### src/rtl/des_ahb_slave.sv
// rtl/des_ahb_slave.sv - AHB-Lite register front end for the Triple DES core.
// Holds the key, data and control/status registers, and issues the start pulse to the core.
module des_ahb_slave #(
    parameter int OFFSET_BITS = 6
) (
    input  logic        HCLK,
    input  logic        HRESET,
    input  logic        HSEL,
    input  logic        HREADY,
    input  logic [1:0]  HTRANS,
    input  logic        HWRITE,
    input  logic [2:0]  HSIZE,
    input  logic [2:0]  HBURST,
    input  logic [3:0]  HPROT,
    input  logic        HMASTLOCK,
    input  logic [31:0] HADDR,
    input  logic [63:0] HWDATA,
    output logic [63:0] HRDATA,
    output logic        HREADYOUT,
    output logic        HRESP,
    output logic        core_start,
    output logic        core_decrypt,
    output logic [63:0] core_key1,
    output logic [63:0] core_key2,
    output logic [63:0] core_key3,
    output logic [63:0] core_data_in,
    input  logic        core_done,
    input  logic [63:0] core_data_out
);

    localparam logic [OFFSET_BITS-1:0] OFF_KEY1   = OFFSET_BITS'('h00);
    localparam logic [OFFSET_BITS-1:0] OFF_KEY2   = OFFSET_BITS'('h08);
    localparam logic [OFFSET_BITS-1:0] OFF_KEY3   = OFFSET_BITS'('h10);
    localparam logic [OFFSET_BITS-1:0] OFF_DIN    = OFFSET_BITS'('h18);
    localparam logic [OFFSET_BITS-1:0] OFF_CTRL   = OFFSET_BITS'('h20);
    localparam logic [OFFSET_BITS-1:0] OFF_STATUS = OFFSET_BITS'('h28);
    localparam logic [OFFSET_BITS-1:0] OFF_DOUT   = OFFSET_BITS'('h30);

    typedef enum logic [1:0] {S_OKAY, S_STALL, S_ERR1, S_ERR2} state_t;

    state_t                 r_state;
    state_t                 w_state_nxt;
    logic                   r_dp_valid;
    logic                   r_dp_write;
    logic [OFFSET_BITS-1:0] r_dp_off;
    logic [63:0]            r_key1, r_key2, r_key3, r_din, r_dout;
    logic                   r_decrypt, r_start, r_busy, r_done;

    logic [OFFSET_BITS-1:0] w_addr_off;
    logic                   w_accept, w_err, w_stall, w_wr_en, w_start_wr, w_busy_nxt;
    logic [63:0]            w_rdata;
    logic                   w_unused_ok;

    assign w_unused_ok = ^{HBURST, HPROT, HMASTLOCK, HTRANS[0], HADDR[31:OFFSET_BITS]};

    assign w_addr_off = HADDR[OFFSET_BITS-1:0];
    assign w_accept   = HSEL && HREADY && HTRANS[1];
    assign w_err      = (HSIZE != 3'b011) || (HADDR[2:0] != 3'b000) || (w_addr_off > OFF_DOUT) ||
                        (HWRITE && ((w_addr_off == OFF_STATUS) || (w_addr_off == OFF_DOUT)));

    // Register writes commit at the end of an OKAY data phase; STALL holds them off.
    assign w_wr_en    = (r_state == S_OKAY) && r_dp_valid && r_dp_write;
    assign w_start_wr = w_wr_en && (r_dp_off == OFF_CTRL) && HWDATA[0];

    // Look ahead at BUSY so a write pipelined right behind a START still stalls.
    always_comb begin
        w_busy_nxt = r_busy;
        if (w_start_wr)
            w_busy_nxt = 1'b1;
        else if (core_done)
            w_busy_nxt = 1'b0;
    end

    assign w_stall = HWRITE && (w_addr_off <= OFF_CTRL) && w_busy_nxt;

    always_ff @(posedge HCLK or posedge HRESET) begin
        if (HRESET)
            r_state <= S_OKAY;
        else
            r_state <= w_state_nxt;
    end

    always_comb begin
        w_state_nxt = r_state;
        HREADYOUT   = 1'b1;
        HRESP       = 1'b0;
        case (r_state)
            S_OKAY, S_ERR2: begin
                HRESP = (r_state == S_ERR2);
                if (w_accept && w_err)
                    w_state_nxt = S_ERR1;
                else if (w_accept && w_stall)
                    w_state_nxt = S_STALL;
                else
                    w_state_nxt = S_OKAY;
            end
            S_STALL: begin
                HREADYOUT   = 1'b0;
                w_state_nxt = w_busy_nxt ? S_STALL : S_OKAY;
            end
            S_ERR1: begin
                HREADYOUT   = 1'b0;
                HRESP       = 1'b1;
                w_state_nxt = S_ERR2;
            end
            default: w_state_nxt = S_OKAY;
        endcase
    end

    // Data-phase address/control only advances when the bus is ready.
    always_ff @(posedge HCLK or posedge HRESET) begin
        if (HRESET) begin
            r_dp_valid <= 1'b0;
            r_dp_write <= 1'b0;
            r_dp_off   <= '0;
        end else if (HREADY) begin
            r_dp_valid <= w_accept && !w_err;
            r_dp_write <= HWRITE;
            r_dp_off   <= w_addr_off;
        end
    end

    always_ff @(posedge HCLK or posedge HRESET) begin
        if (HRESET) begin
            r_key1    <= '0;
            r_key2    <= '0;
            r_key3    <= '0;
            r_din     <= '0;
            r_dout    <= '0;
            r_decrypt <= 1'b0;
            r_start   <= 1'b0;
            r_busy    <= 1'b0;
            r_done    <= 1'b0;
        end else begin
            r_start <= w_start_wr;
            r_busy  <= w_busy_nxt;
            if (w_wr_en) begin
                case (r_dp_off)
                    OFF_KEY1: r_key1    <= HWDATA;
                    OFF_KEY2: r_key2    <= HWDATA;
                    OFF_KEY3: r_key3    <= HWDATA;
                    OFF_DIN:  r_din     <= HWDATA;
                    OFF_CTRL: r_decrypt <= HWDATA[1];
                    default: ;
                endcase
            end
            if (w_start_wr)
                r_done <= 1'b0;
            else if (core_done && r_busy)
                r_done <= 1'b1;
            if (core_done && r_busy)
                r_dout <= core_data_out;
        end
    end

    always_comb begin
        w_rdata = '0;
        if ((r_state == S_OKAY) && r_dp_valid && !r_dp_write) begin
            case (r_dp_off)
                OFF_KEY1:   w_rdata = r_key1;
                OFF_KEY2:   w_rdata = r_key2;
                OFF_KEY3:   w_rdata = r_key3;
                OFF_DIN:    w_rdata = r_din;
                OFF_CTRL:   w_rdata = {62'd0, r_decrypt, 1'b0};
                OFF_STATUS: w_rdata = {62'd0, r_done, r_busy};
                OFF_DOUT:   w_rdata = r_dout;
                default:    w_rdata = '0;
            endcase
        end
    end

    assign HRDATA       = w_rdata;
    assign core_start   = r_start;
    assign core_decrypt = r_decrypt;
    assign core_key1    = r_key1;
    assign core_key2    = r_key2;
    assign core_key3    = r_key3;
    assign core_data_in = r_din;

endmodule

### config.mk
export PLATFORM = sky130hd
export DESIGN_NAME = des_ahb_slave
export DESIGN_NICKNAME = d
export VERILOG_FILES = /design/src/rtl/des_ahb_slave.sv
export SDC_FILE = /design/constraint.sdc
export NUM_CORES = 1
export LEC_CHECK = 0
export ABC_AREA = 1
export CAP_MARGIN = 20
export CORE_AREA = 2 2 194 196
export DETAILED_ROUTE_END_ITERATION = 7
export DIE_AREA = 0 0 196 198
export PLACE_DENSITY = 0.88
export SLEW_MARGIN = 20
export SYNTH_ARGS = -nofsm -noshare
export SYNTH_HDL_FRONTEND = slang
export SYNTH_SLANG_ARGS = --single-unit
export TNS_END_PERCENT = 10
### constraint.sdc
create_clock -name HCLK -period 10.95 [get_ports HCLK]
set_clock_uncertainty 0.1 [all_clocks]
set_input_delay 2.19 -clock HCLK [delete_from_list [all_inputs] [get_ports HCLK]]
set_output_delay 2.19 -clock HCLK [all_outputs]
set_load 0.05 [all_outputs]
==> results.md, run 1 <==
- Antenna diodes: 0
- Num CTS Buffers: 37
- Final Setup Violations: 0
- Most common cell after layout, fill and taps aside: nand2_1
- CP required: 8660 ps
- Yosys cell types: 22
- Yosys top cell by area: dfrtp_1
- Clk sinks: 334
- Status: completed
- Final HPWL DP: 36300 um
- P per Cell Area: 132 nW/um2
- # DRC: 0
- Tmin final: 6800 ps
- RSZ-0062 raised after global routing: no
- Seq pwr share: 44.4%
- Die area: 38800 um2
- Post-route cell area: 21400 um2
- CP endpoint kind: output pin
- Core Region: 37000 um2
- Slowest CP cell: clkdlybuf4s50_1
- Register area: 8360 um2
- Buffers & Inverters on Critical Path: 4
- CTS tree: done
- Clock Pin Slew Worst Setup and Hold Paths: 60 ps
- Die height: 198 um
- Largest net degree at the start of global routing: 173
- Antenna Violating Nets Remaining: 0
- Max-slew headroom: 25.6%
- Total Wirelength: 57100 um
- PortBufs: 467
- Setup TNS: 0 ps
- Ys flop type: dfrtp_1
- Seq cells post-synth: 334
- Via count: 15800
- Syn Area/Cell: 7.93 um2
- GP Congestion: 0.907
- Grt total ovfl: 0
- Leakage: 0.0105 uW
- Final hold vios: 0
- Post-cts resize count: 0
- Io pins: 503
- Cell Area, Placed: 20100 um2
- Syn Nets: 2102
- DR vias/cell: 5.62
- Startpoint types: register
- Int Power: 2130 uW
- Area Growth Syn to Fin: 40.7%
- Asr flop ratio synth: 100%
- Fmax: 147 MHz
- Clock root cell: clkbuf_16
- Max_cap viols: 0
- Top-area cell type share of the netlist area: 55.0%
- Htree depth: 2
- Sw Ratio: 24.7%
- Avg WL per Cell: 20.3 um
- Setup Crit Path Kind: reg2out
- Switch Pwr: 700 uW
- DRT Pass-1 Iters: 8
- Yosys warns: 0
- Top cells by area, synth: dfrtp_1 55%, nand2_1 16%, nand3_1 6.7%
- Delay-heaviest family, CP: buffers and inverters
- Clock buffer depth: 3
- Clock power share: 45.9%
- Fraction of the yosys area taken by sequential cells: 55.0%
- Pin slew with the least headroom to its limit: 1120 ps
- Post-synthesis cell area: 15200 um2
- Number of flops mapped to enable cells by yosys: 0
- Clk Latency, worst-skew pair: 530 ps
- Post-CTS setup buffers: 0
- Die W: 196 um
- Combinational share of power: 9.7%
- Initial Util: 41.2%
- Maximum vdd drop: 0.105 mV
- Period utilization: 62.1%
- Crit path max fanout: 52
- Worst hold path class: reg2reg
- Area of the multi-input gates: 5940 um2
- Commonest non-fill, non-tap cells in the layout: 643 x nand2_1, 467 x clkdlybuf4s50_1, 334 x dfrtp_1
- Final #Nets: 2493
- Fin. max-slew vios: 0
- Fillers: 3062
- Global Route Usage Sum: 28.8%
- Antenna violations before repair: 0
- Vias in the first global route: 15700
- Rows: 71
- Layout cells sized above 1: 4.15%
- Cells along the critical path: nor2_4 -> buf_4 -> nand3_1 -> inv_2 -> buf_4 -> nand2_1 -> nand2_1 -> nor2_1 -> nor2_1 -> clkdlybuf4s50_1
- First-pass GRT wire length: 87100 um
- Critical path arrival: 4510 ps
- Post-Syn Instances: 1918
- Initial DRC count: 1255
- CP max stage delay: 860 ps
- # hold bufs at CTS: 0
==> area by class of cell <==
cell class                      instances  area share [%]
Sequential cell                       334            39.0
Multi-Input combinational cell       1341            27.7
Timing Repair Buffer                  486            22.6
Clock buffer                           55            5.35
Tap cell                              474            2.77
Inverter                              109            1.93
Clock inverter                         10           0.602
==> worst paths after layout <==
kind / cells after the start / slack (ps) / from / endpoint
worst max-delay path: 10 / 4150 / r_dp_off[1]$_DFFE_PP0P_ / HRDATA[37]
worst min-delay path: 2 / 380 / r_dout[28]$_DFFE_PP0P_ / r_dout[28]$_DFFE_PP0P_
worst max register to register: 8 / 6730 / r_dp_off[4]$_DFFE_PP0P_ / core_key3[39]$_DFFE_PP0P_
worst min register to register: 2 / 380 / r_dout[28]$_DFFE_PP0P_ / r_dout[28]$_DFFE_PP0P_
max in group asynchronous: 4 / 6540 / HRESET / core_key3[32]$_DFFE_PP0P_
min in group asynchronous: 2 / 2070 / HRESET / core_key2[56]$_DFFE_PP0P_
==> worst min-delay path, cell delays in order, from the launching register on <==
cell     delay (ps)
dfrtp_1         340
nand2_1          50
nand2_1          50
==> sequential cells by signal, summed over array words and instances (netlist names) <==
signal / count
r_dp_off: 6
r_done: 1
core_key3: 64
core_decrypt: 1
core_data_in: 64
r_state: 2
core_start: 1
r_dout: 64
r_busy: 1
core_key1: 64
core_key2: 64
r_dp_valid: 1
r_dp_write: 1
==> synthesized netlist by cell type, types with 2 or more instances <==
cell      number
o21ai_1      120
buf_4          3
dfrtp_1      334
buf_2         63
nand2_1      645
nor2_2         6
ha_1           5
nor2_1       141
o21ai_0      165
nand4_1       49
a21oi_1        2
inv_1        106
clkbuf_1      65
buf_1          3
inv_2          2
nand3_1      203
==> through the flow <==
stage	total power, uW	worst slack [ps]	hold WS [ps]	instances	utilization (%)
after floorplan	1420	4200	349	1918	-
after global placement	1540	4850	363	2744	54.5
after detailed placement	1550	4800	365	2744	54.5
after CTS	2840	4210	382	2809	57.9
after global routing	2920	3910	395	2809	57.9
final	2830	4150	378	2809	57.9
==> power groups by stage <==
stage / registers [uW] / logic, uW / clock network, uW
finish: 1260 / 276 / 1300
global route: 1260 / 296 / 1360
CTS: 1260 / 272 / 1310
detailed placement: 1280 / 270 / 0
global placement: 1280 / 265 / 0
floorplan: 1300 / 121 / 0
==> routing by layer <==
layer,global-route usage [%],routed length [um],up-vias
met1,34.9,20900,7529
met3,5.76,5540,235
met5,0,0,-
met2,47.9,27400,1030
li1,-,-,6992
met4,16.8,3220,0
==> cell families after synthesis <==
kind of cell,after synthesis,share of synthesized area (%)
simple gates,1047,28.5
flops,334,55.0
compound gates,289,9.54
buf+inv,243,6.59
fa+ha+maj,5,0.411
Note: power is estimated with default switching activity, not from simulation.
==> run 2: changes to the inputs <==
- clock period: 10.95 -> 6.25 ns (I/O delays scaled with it)
==> run 2 against run 1 <==
  * Utilization rose by 0.17 points
  * Worst setup slack worse by 3200 ps
  * Wire length about the same
  * Register-to-register slack worse by 4000 ps
  * Critical path depth decreased by 3
  * Total power up 75%
  * Final cell count increased by 0.21%
  * Final area rose by 0.29%
  * Clock power up 75%
  * Largest power group unchanged
  * Via count decreased by 0.51%
==> results.md, run 2 (same netlist as run 1, synthesis figures left out) <==
- Status: completed
- Post-CTS setup buffers: 0
- Htree depth: 2
- Most common cell after layout, fill and taps aside: nand2_1
- Startpoint types: register
- Tmin final: 5340 ps
- Worst hold start: r_dout[54]$_DFFE_PP0P_
- Antenna violations before repair: 2
- Global Route Usage Sum: 28.8%
- Max-slew headroom: 25.7%
- First-pass GRT wire length: 86900 um
- Period utilization: 85.4%
- PortBufs: 467
- Area Growth Syn to Fin: 41.2%
- Antenna Violating Nets Remaining: 0
- Rows: 71
- Die height: 198 um
- Grt total ovfl: 0
- Clock Pin Slew Worst Setup and Hold Paths: 70 ps
- Via count: 15700
- Io pins: 503
- Core Region: 37000 um2
- Max_cap viols: 0
- Vias in the first global route: 15600
- Pin slew with the least headroom to its limit: 1110 ps
- Cells along the critical path: nor2_4 -> buf_4 -> nand3_2 -> o21ai_1 -> nor2_1 -> nor2_1 -> clkdlybuf4s50_1
- Final Setup Violations: 0
- Reg2reg setup slack: 2750 ps
- CP most frequent cell: nor2_1
- Clock power share: 45.9%
- Slowest CP cell: clkdlybuf4s50_1
- Clk Latency, worst-skew pair: 540 ps
- Clock buffer depth: 3
- DRT Pass-1 Iters: 7
- Initial DRC count: 1420
- RSZ-0062 raised after global routing: no
- Final HPWL DP: 36500 um
- Clk sinks: 334
- CP required: 4900 ps
- Critical path arrival: 3990 ps
- Seq pwr share: 44.3%
- Maximum vdd drop: 0.208 mV
- Die W: 196 um
- # DRC: 0
- Die area: 38800 um2
- Clock root cell: clkbuf_16
- Final setup margin: 911 ps
- Layout cells sized above 1: 4.15%
- Dpl ws: 1700 ps
- WHS Path Cells: 2
- Setup Crit Path Kind: reg2out
- Avg WL per Cell: 20.3 um
- P per Cell Area: 231 nW/um2
- Final hold vios: 0
- Combinational share of power: 9.8%
- Min-Delay Endpoint: r_dout[54]$_DFFE_PP0P_
- Sw Ratio: 24.9%
- Num CTS Buffers: 38
- Int Power: 3730 uW
- Crit path max fanout: 25
- DR vias/cell: 5.58
- Post-cts resize count: 0
- Setup TNS: 0 ps
- Commonest non-fill, non-tap cells in the layout: 643 x nand2_1, 467 x clkdlybuf4s50_1, 334 x dfrtp_1
- Fin. max-slew vios: 0
- Total Wirelength: 57000 um
- Worst hold path class: reg2reg
- R2R cell count: 8
- Delay-heaviest family, CP: buffers and inverters
- # hold bufs at CTS: 0
- GP Congestion: 0.922
- Initial Util: 41.2%
- Reg2reg end: core_data_in[33]$_DFFE_PP0P_
- Largest net degree at the start of global routing: 162
- Final #Nets: 2497
- Switch Pwr: 1240 uW
- Origin of the critical flop-to-flop path: r_dp_off[2]$_DFFE_PP0P_
- CP max stage delay: 890 ps
- CTS tree: done
- Fmax: 187 MHz
- CP endpoint kind: output pin
- Buffers & Inverters on Critical Path: 2
- Leakage: 0.0105 uW
-- run 2: final cells by class --
type / instances / area (um2)
Timing Repair Buffer: 489 / 4890
Antenna cell: 2 / 5.00
Fill cell: 3039 / 15500
Clock inverter: 7 / 88.8
Sequential cell: 334 / 8360
Clock buffer: 59 / 1180
Multi-Input combinational cell: 1341 / 5940
Tap cell: 474 / 593
Inverter: 109 / 414
-- run 2: power groups by stage --
| stage | Clock (uW) | Combinational (uW) | Sequential [uW] |
|---|---|---|---|
| finish | 2280 | 488 | 2200 |
| detailed placement | 0 | 478 | 2240 |
| global route | 2390 | 521 | 2200 |
| floorplan | 0 | 212 | 2280 |
| CTS | 2310 | 482 | 2200 |
| global placement | 0 | 471 | 2240 |
-- run 2: worst min-delay path, stage by stage, from the launching register on --
cell and delay [ps]:
dfrtp_1 340, nand2_1 50, nand2_1 60
-- run 2: metrics by stage --
| stage | hold WS [ps] | util [%] | power (uW) | instance area [um2] | cells |
|---|---|---|---|---|---|
| after global placement | 362 | 54.6 | 2710 | 20200 | 2747 |
| after global routing | 386 | 58.1 | 5110 | 21500 | 2814 |
| after detailed placement | 366 | 54.6 | 2720 | 20200 | 2747 |
| final | 380 | 58.1 | 4970 | 21500 | 2815 |
| after CTS | 381 | 58.1 | 4990 | 21500 | 2813 |
| after floorplan | 349 | - | 2490 | 15200 | 1918 |
-- run 2: per-layer routing --
layer  wire (um)  vias up  global-route usage, %  share of wire (%)
met4        3110        0                   17.2                5.4
li1            -     6992                      -                  -
met2       26900     1050                   47.2                 47
met1       21100     7438                   35.4                 37
met3        5990      226                   5.91                 10
met5           0        -                      0                  0
-- run 2: how the worst max path moves through the flow --
stage                                 start                           to  slack [ps]  depth (start not counted)
finish              r_dp_off[1]$_DFFE_PP0P_                   HRDATA[21]         910                          7
global route        r_dp_off[1]$_DFFE_PP0P_                   HRDATA[24]         910                          7
CTS                 r_dp_off[1]$_DFFE_PP0P_                   HRDATA[24]        1070                          7
detailed placement  r_dp_off[1]$_DFFE_PP0P_                   HRDATA[21]        1700                          7
global placement    r_dp_off[1]$_DFFE_PP0P_                   HRDATA[55]        1680                          7
floorplan                            HRESET  core_data_in[0]$_DFFE_PP0P_         440                          1
